`src/rtl/regfile_2r1w_if.sv`:
```
// Register file access bus: write port from writeback, two read ports to operand fetch.
interface regfile_2r1w_if #(
  parameter int DATA_W = 32,
  parameter int ADDR_W = 5
);
  logic              ctrl_writeEnable;
  logic [ADDR_W-1:0] ctrl_writeReg;
  logic [DATA_W-1:0] data_writeReg;
  logic [ADDR_W-1:0] ctrl_readRegA;
  logic [ADDR_W-1:0] ctrl_readRegB;
  logic [DATA_W-1:0] data_readRegA;
  logic [DATA_W-1:0] data_readRegB;

  modport master (
    output ctrl_writeEnable,
    output ctrl_writeReg,
    output data_writeReg,
    output ctrl_readRegA,
    output ctrl_readRegB,
    input  data_readRegA,
    input  data_readRegB
  );

  modport slave (
    input  ctrl_writeEnable,
    input  ctrl_writeReg,
    input  data_writeReg,
    input  ctrl_readRegA,
    input  ctrl_readRegB,
    output data_readRegA,
    output data_readRegB
  );
endinterface

```
`src/rtl/regfile_2r1w.sv`:
```
// MIPS register file: 2 combinational reads, 1 synchronous write, r0 hard-wired to zero.
// Define REGFILE_BYPASS_EN to forward a same-cycle write to matching read ports.
module regfile_2r1w #(
  parameter int DATA_W = 32,
  parameter int ADDR_W = 5
) (
  input logic           clk,
  input logic           clr,
  regfile_2r1w_if.slave bus
);
  localparam int NREG = 2 ** ADDR_W;

  logic [DATA_W-1:0] regs [NREG];
  logic [NREG-1:0]   row_en;

  // Row 0 is never enabled, so it holds its cleared value forever.
  always_comb begin
    row_en = '0;
    for (int i = 1; i < NREG; i++) begin
      if (bus.ctrl_writeEnable && (bus.ctrl_writeReg == ADDR_W'(i)))
        row_en[i] = 1'b1;
    end
  end

  always_ff @(posedge clk or posedge clr) begin
    if (clr) begin
      for (int i = 0; i < NREG; i++)
        regs[i] <= '0;
    end else begin
      for (int i = 0; i < NREG; i++) begin
        if (row_en[i])
          regs[i] <= bus.data_writeReg;
      end
    end
  end

`ifdef REGFILE_BYPASS_EN
  logic bypass_a;
  logic bypass_b;

  // Forwarding lets decode see the value writeback is committing this cycle.
  always_comb begin
    bypass_a = bus.ctrl_writeEnable && !clr && (bus.ctrl_writeReg != '0) &&
               (bus.ctrl_writeReg == bus.ctrl_readRegA);
    bypass_b = bus.ctrl_writeEnable && !clr && (bus.ctrl_writeReg != '0) &&
               (bus.ctrl_writeReg == bus.ctrl_readRegB);
  end

  assign bus.data_readRegA = bypass_a ? bus.data_writeReg : regs[bus.ctrl_readRegA];
  assign bus.data_readRegB = bypass_b ? bus.data_writeReg : regs[bus.ctrl_readRegB];
`else
  assign bus.data_readRegA = regs[bus.ctrl_readRegA];
  assign bus.data_readRegB = regs[bus.ctrl_readRegB];
`endif
endmodule

```
`src/flat_wrapper.sv`:
```
// flat-port wrapper written by rule: the top's interface ports become plain ports
module regfile_2r1w_flat 
#(
  parameter int DATA_W = 32,
  parameter int ADDR_W = 5
)
  (clk, clr, bus_ctrl_writeEnable, bus_ctrl_writeReg, bus_data_writeReg, bus_ctrl_readRegA, bus_ctrl_readRegB, bus_data_readRegA, bus_data_readRegB);
  regfile_2r1w_if #(.DATA_W(DATA_W), .ADDR_W(ADDR_W)) bus_i ();
  input logic clk;
  input logic clr;
  input wire logic [$bits(bus_i.ctrl_writeEnable)-1:0] bus_ctrl_writeEnable;
  input wire logic [$bits(bus_i.ctrl_writeReg)-1:0] bus_ctrl_writeReg;
  input wire logic [$bits(bus_i.data_writeReg)-1:0] bus_data_writeReg;
  input wire logic [$bits(bus_i.ctrl_readRegA)-1:0] bus_ctrl_readRegA;
  input wire logic [$bits(bus_i.ctrl_readRegB)-1:0] bus_ctrl_readRegB;
  output wire logic [$bits(bus_i.data_readRegA)-1:0] bus_data_readRegA;
  output wire logic [$bits(bus_i.data_readRegB)-1:0] bus_data_readRegB;
  assign bus_i.ctrl_writeEnable = bus_ctrl_writeEnable;
  assign bus_i.ctrl_writeReg = bus_ctrl_writeReg;
  assign bus_i.data_writeReg = bus_data_writeReg;
  assign bus_i.ctrl_readRegA = bus_ctrl_readRegA;
  assign bus_i.ctrl_readRegB = bus_ctrl_readRegB;
  assign bus_data_readRegA = bus_i.data_readRegA;
  assign bus_data_readRegB = bus_i.data_readRegB;
  regfile_2r1w #(.DATA_W(DATA_W), .ADDR_W(ADDR_W)) u_core (.clk(clk), .clr(clr), .bus(bus_i));
endmodule
```
`config.mk`:
```
export PLATFORM = sky130hd
export DESIGN_NAME = regfile_2r1w_flat
export DESIGN_NICKNAME = d
export VERILOG_FILES = /design/src/rtl/regfile_2r1w_if.sv /design/src/rtl/regfile_2r1w.sv /design/src/flat_wrapper.sv
export SDC_FILE = /design/constraint.sdc
export NUM_CORES = 2
export LEC_CHECK = 0
export BUFFER_PORTS_ARGS = -buffer_cell sky130_fd_sc_hd__buf_2
export CAP_MARGIN = 40
export CORE_MARGIN = 8
export CORE_UTILIZATION = 25
export CTS_CLUSTER_DIAMETER = 120
export CTS_CLUSTER_SIZE = 10
export DETAILED_ROUTE_END_ITERATION = 10
export SKIP_CTS_REPAIR_TIMING = 1
export SYNTH_ARGS = -nofsm -noshare
export SYNTH_HDL_FRONTEND = slang
export SYNTH_SLANG_ARGS = --single-unit
```
`constraint.sdc`:
```
create_clock -name clk -period 85.7 [get_ports clk]
set_input_delay 12.855 -clock clk [delete_from_list [all_inputs] [get_ports clk]]
set_output_delay 12.855 -clock clk [all_outputs]
set_load 0.05 [all_outputs]
```
==> metrics <==
setup ws final 55.18 ns; part of the cycle the worst path needs 35.6%; startpoint types input port; DR iter-0 viols 3296; via/cell ratio 5.37; Yosys top cell by area dfrtp_1; Setup TNS 0 ns; Die W 477 um; post-synthesis register bit count 992; Synth Flop Type dfrtp_1; Yosys top cell area share 46.7%; async set-reset flop share out of synthesis 100%; Max Fanout on Critical Path 50; clock-pin slew on the worst setup and hold paths 0.06 ns; min cycle time layout ~31 ns; IO Pins 114; WL final 177000 um; Pwr per Cell Area 22.6 mW/mm^2; die height 477 um; share of cells above drive strength 1 between 40 and 50%; number of port buffers 113; CTS Sinks 992; Ys Warns 0; DP HPWL 100000 um; First-pass DRT Iterations 6; P&R area growth vs syn 12.7%; synthesized area 0.0531 sq mm; GR Overflow Total 0; number of global-route vias before repair 35700; Core Region 0.212 sq mm; Fin Hold WS 0.509 ns; worst vdd ir between 0.015 and 0.02 mV; Pins Over Slew Limit 0; fin nets 3623; main area contributors after synthesis dfrtp_1, mux2_2, mux4_2, a22o_1, mux2i_1; CP arrival between 15 and 20 ns; max FFs per register 992; worst-skew pair later-pin latency 0.72 ns; CP Capture Type output pin; status finished, final reports clean; fmax approximately 33 MHz; Commonest cells post-synth mux2_2, dfrtp_1, mux4_2, clkbuf_1, a22o_1; syn nets 3687; hold crit path type reg -> reg; H-tree Lvls 3; Placer Congestion 0.778; Starting Density 25.1%; DR vias 34400; Worst Clk Skew 0 ns; remaining antenna violation count 0; Final Setup Violations 0; unrepaired setup endpoints after global routing false; standard-cell rows about 170; die area 0.228 sq mm; largest net degree at the start of global routing approximately 110; syn_area_per_cell 14.6 sq um; Clock Path Buffers 3; Root Driver clkbuf_16; gr usage total about 15%; Cell variety after synth 32; number of synthesized flops with an enable pin 0; initial antenna violation count 18; first-pass GRT wire length ~260000 um; Pleak 0.0253 uW; total CTS buffers 109; Crit Path Category in -> out; biggest regs u_core.regs x992; final hold vios 0; DP Worst Slack 55.10 ns; CTS tree done; relative slew slack 36.1%; sequential-to-total area share from yosys stat 46.7%; cells after synthesis between 3000 and 4000; worst slew pin tran 0.956 ns; most frequent cell after synthesis mux2_2; CP Data Required Time between 70 and 80 ns; number of max-cap violations 0; drt wl/cell 27.7 um; register bank with the most flops u_core.regs; DRC 0
## final cells by class
type | instances | area, sq um
clock buffers | 111 | 2780
inverters | 3 | 20.0
clock inverters | 6 | 100
flip-flops and latches | 992 | 24800
diodes | 2 | 5.00
multi-input cells | 2237 | 26700
well taps | 2821 | 3530
repair buffers | 230 | 1930
fillers | 21200 | 152000
## layout by cell type (no fill, tap or decap), drive strengths merged, types with 79 or more instances in the layout
cell type and count:
clkbuf 111, nand2 79, mux2 1056, mux4 384
a22o 192, mux2i 160, buf 230, dfrtp 992
## cell families after synthesis
| kind of cell | after synthesis | synth area share [%] |
|---|---|---|
| flops | 992 | 46.7 |
| simple gates | 189 | 1.80 |
| mux | 1600 | 41.7 |
| buf+inv | 408 | 3.49 |
| compound gates | 448 | 6.33 |
## power by group
group / internal (uW) / switching, uW
sequential: 561 / 68.9
clock: 227 / 188
combinational: 170 / 136
total: 958 / 394
## worst paths after layout
path                                              start                      endpoint  slack [ns]  cells after the start
min                        u_core.regs[472]$_DFFE_PP0P_  u_core.regs[472]$_DFFE_PP0P_        0.51                      1
max in group asynchronous                           clr  u_core.regs[675]$_DFFE_PP0P_       69.91                      8
min in group asynchronous                           clr  u_core.regs[824]$_DFFE_PP0P_       12.26                      3
max                                bus_ctrl_readRegB[0]         bus_data_readRegB[11]       55.18                     11
max reg2reg                u_core.regs[473]$_DFFE_PP0P_  u_core.regs[473]$_DFFE_PP0P_       84.87                      1
min reg2reg                u_core.regs[472]$_DFFE_PP0P_  u_core.regs[472]$_DFFE_PP0P_        0.51                      1
## metal layers
metal	share of wire, %	GRT usage (%)	vias up
li1	-	-	13900
met1	43	20.5	18700
met2	46	23.5	1493
met3	8.5	4.09	340
met4	3.2	4.39	0
met5	0	0	-
## per-stage QoR
stage	util (%)	cell area [sq um]	instances	total power [uW]
global route	28.3	59900	6400	1410
global placement	26.6	56300	6252	927
CTS	28.3	59800	6399	1360
detailed placement	26.9	57000	6282	941
floorplan	-	53100	3637	858
finish	28.3	59900	6402	1350
## critical path, stage by stage
cell     delay (ns)
buf_8          0.42
buf_4          0.68
buf_4          0.77
buf_4          0.44
buf_16         0.30
buf_4          0.61
mux4_2         0.34
mux2i_1        0.06
and2_1         0.19
o31ai_1        0.44
buf_2          0.37
Power figures use the tool's default switching activity.
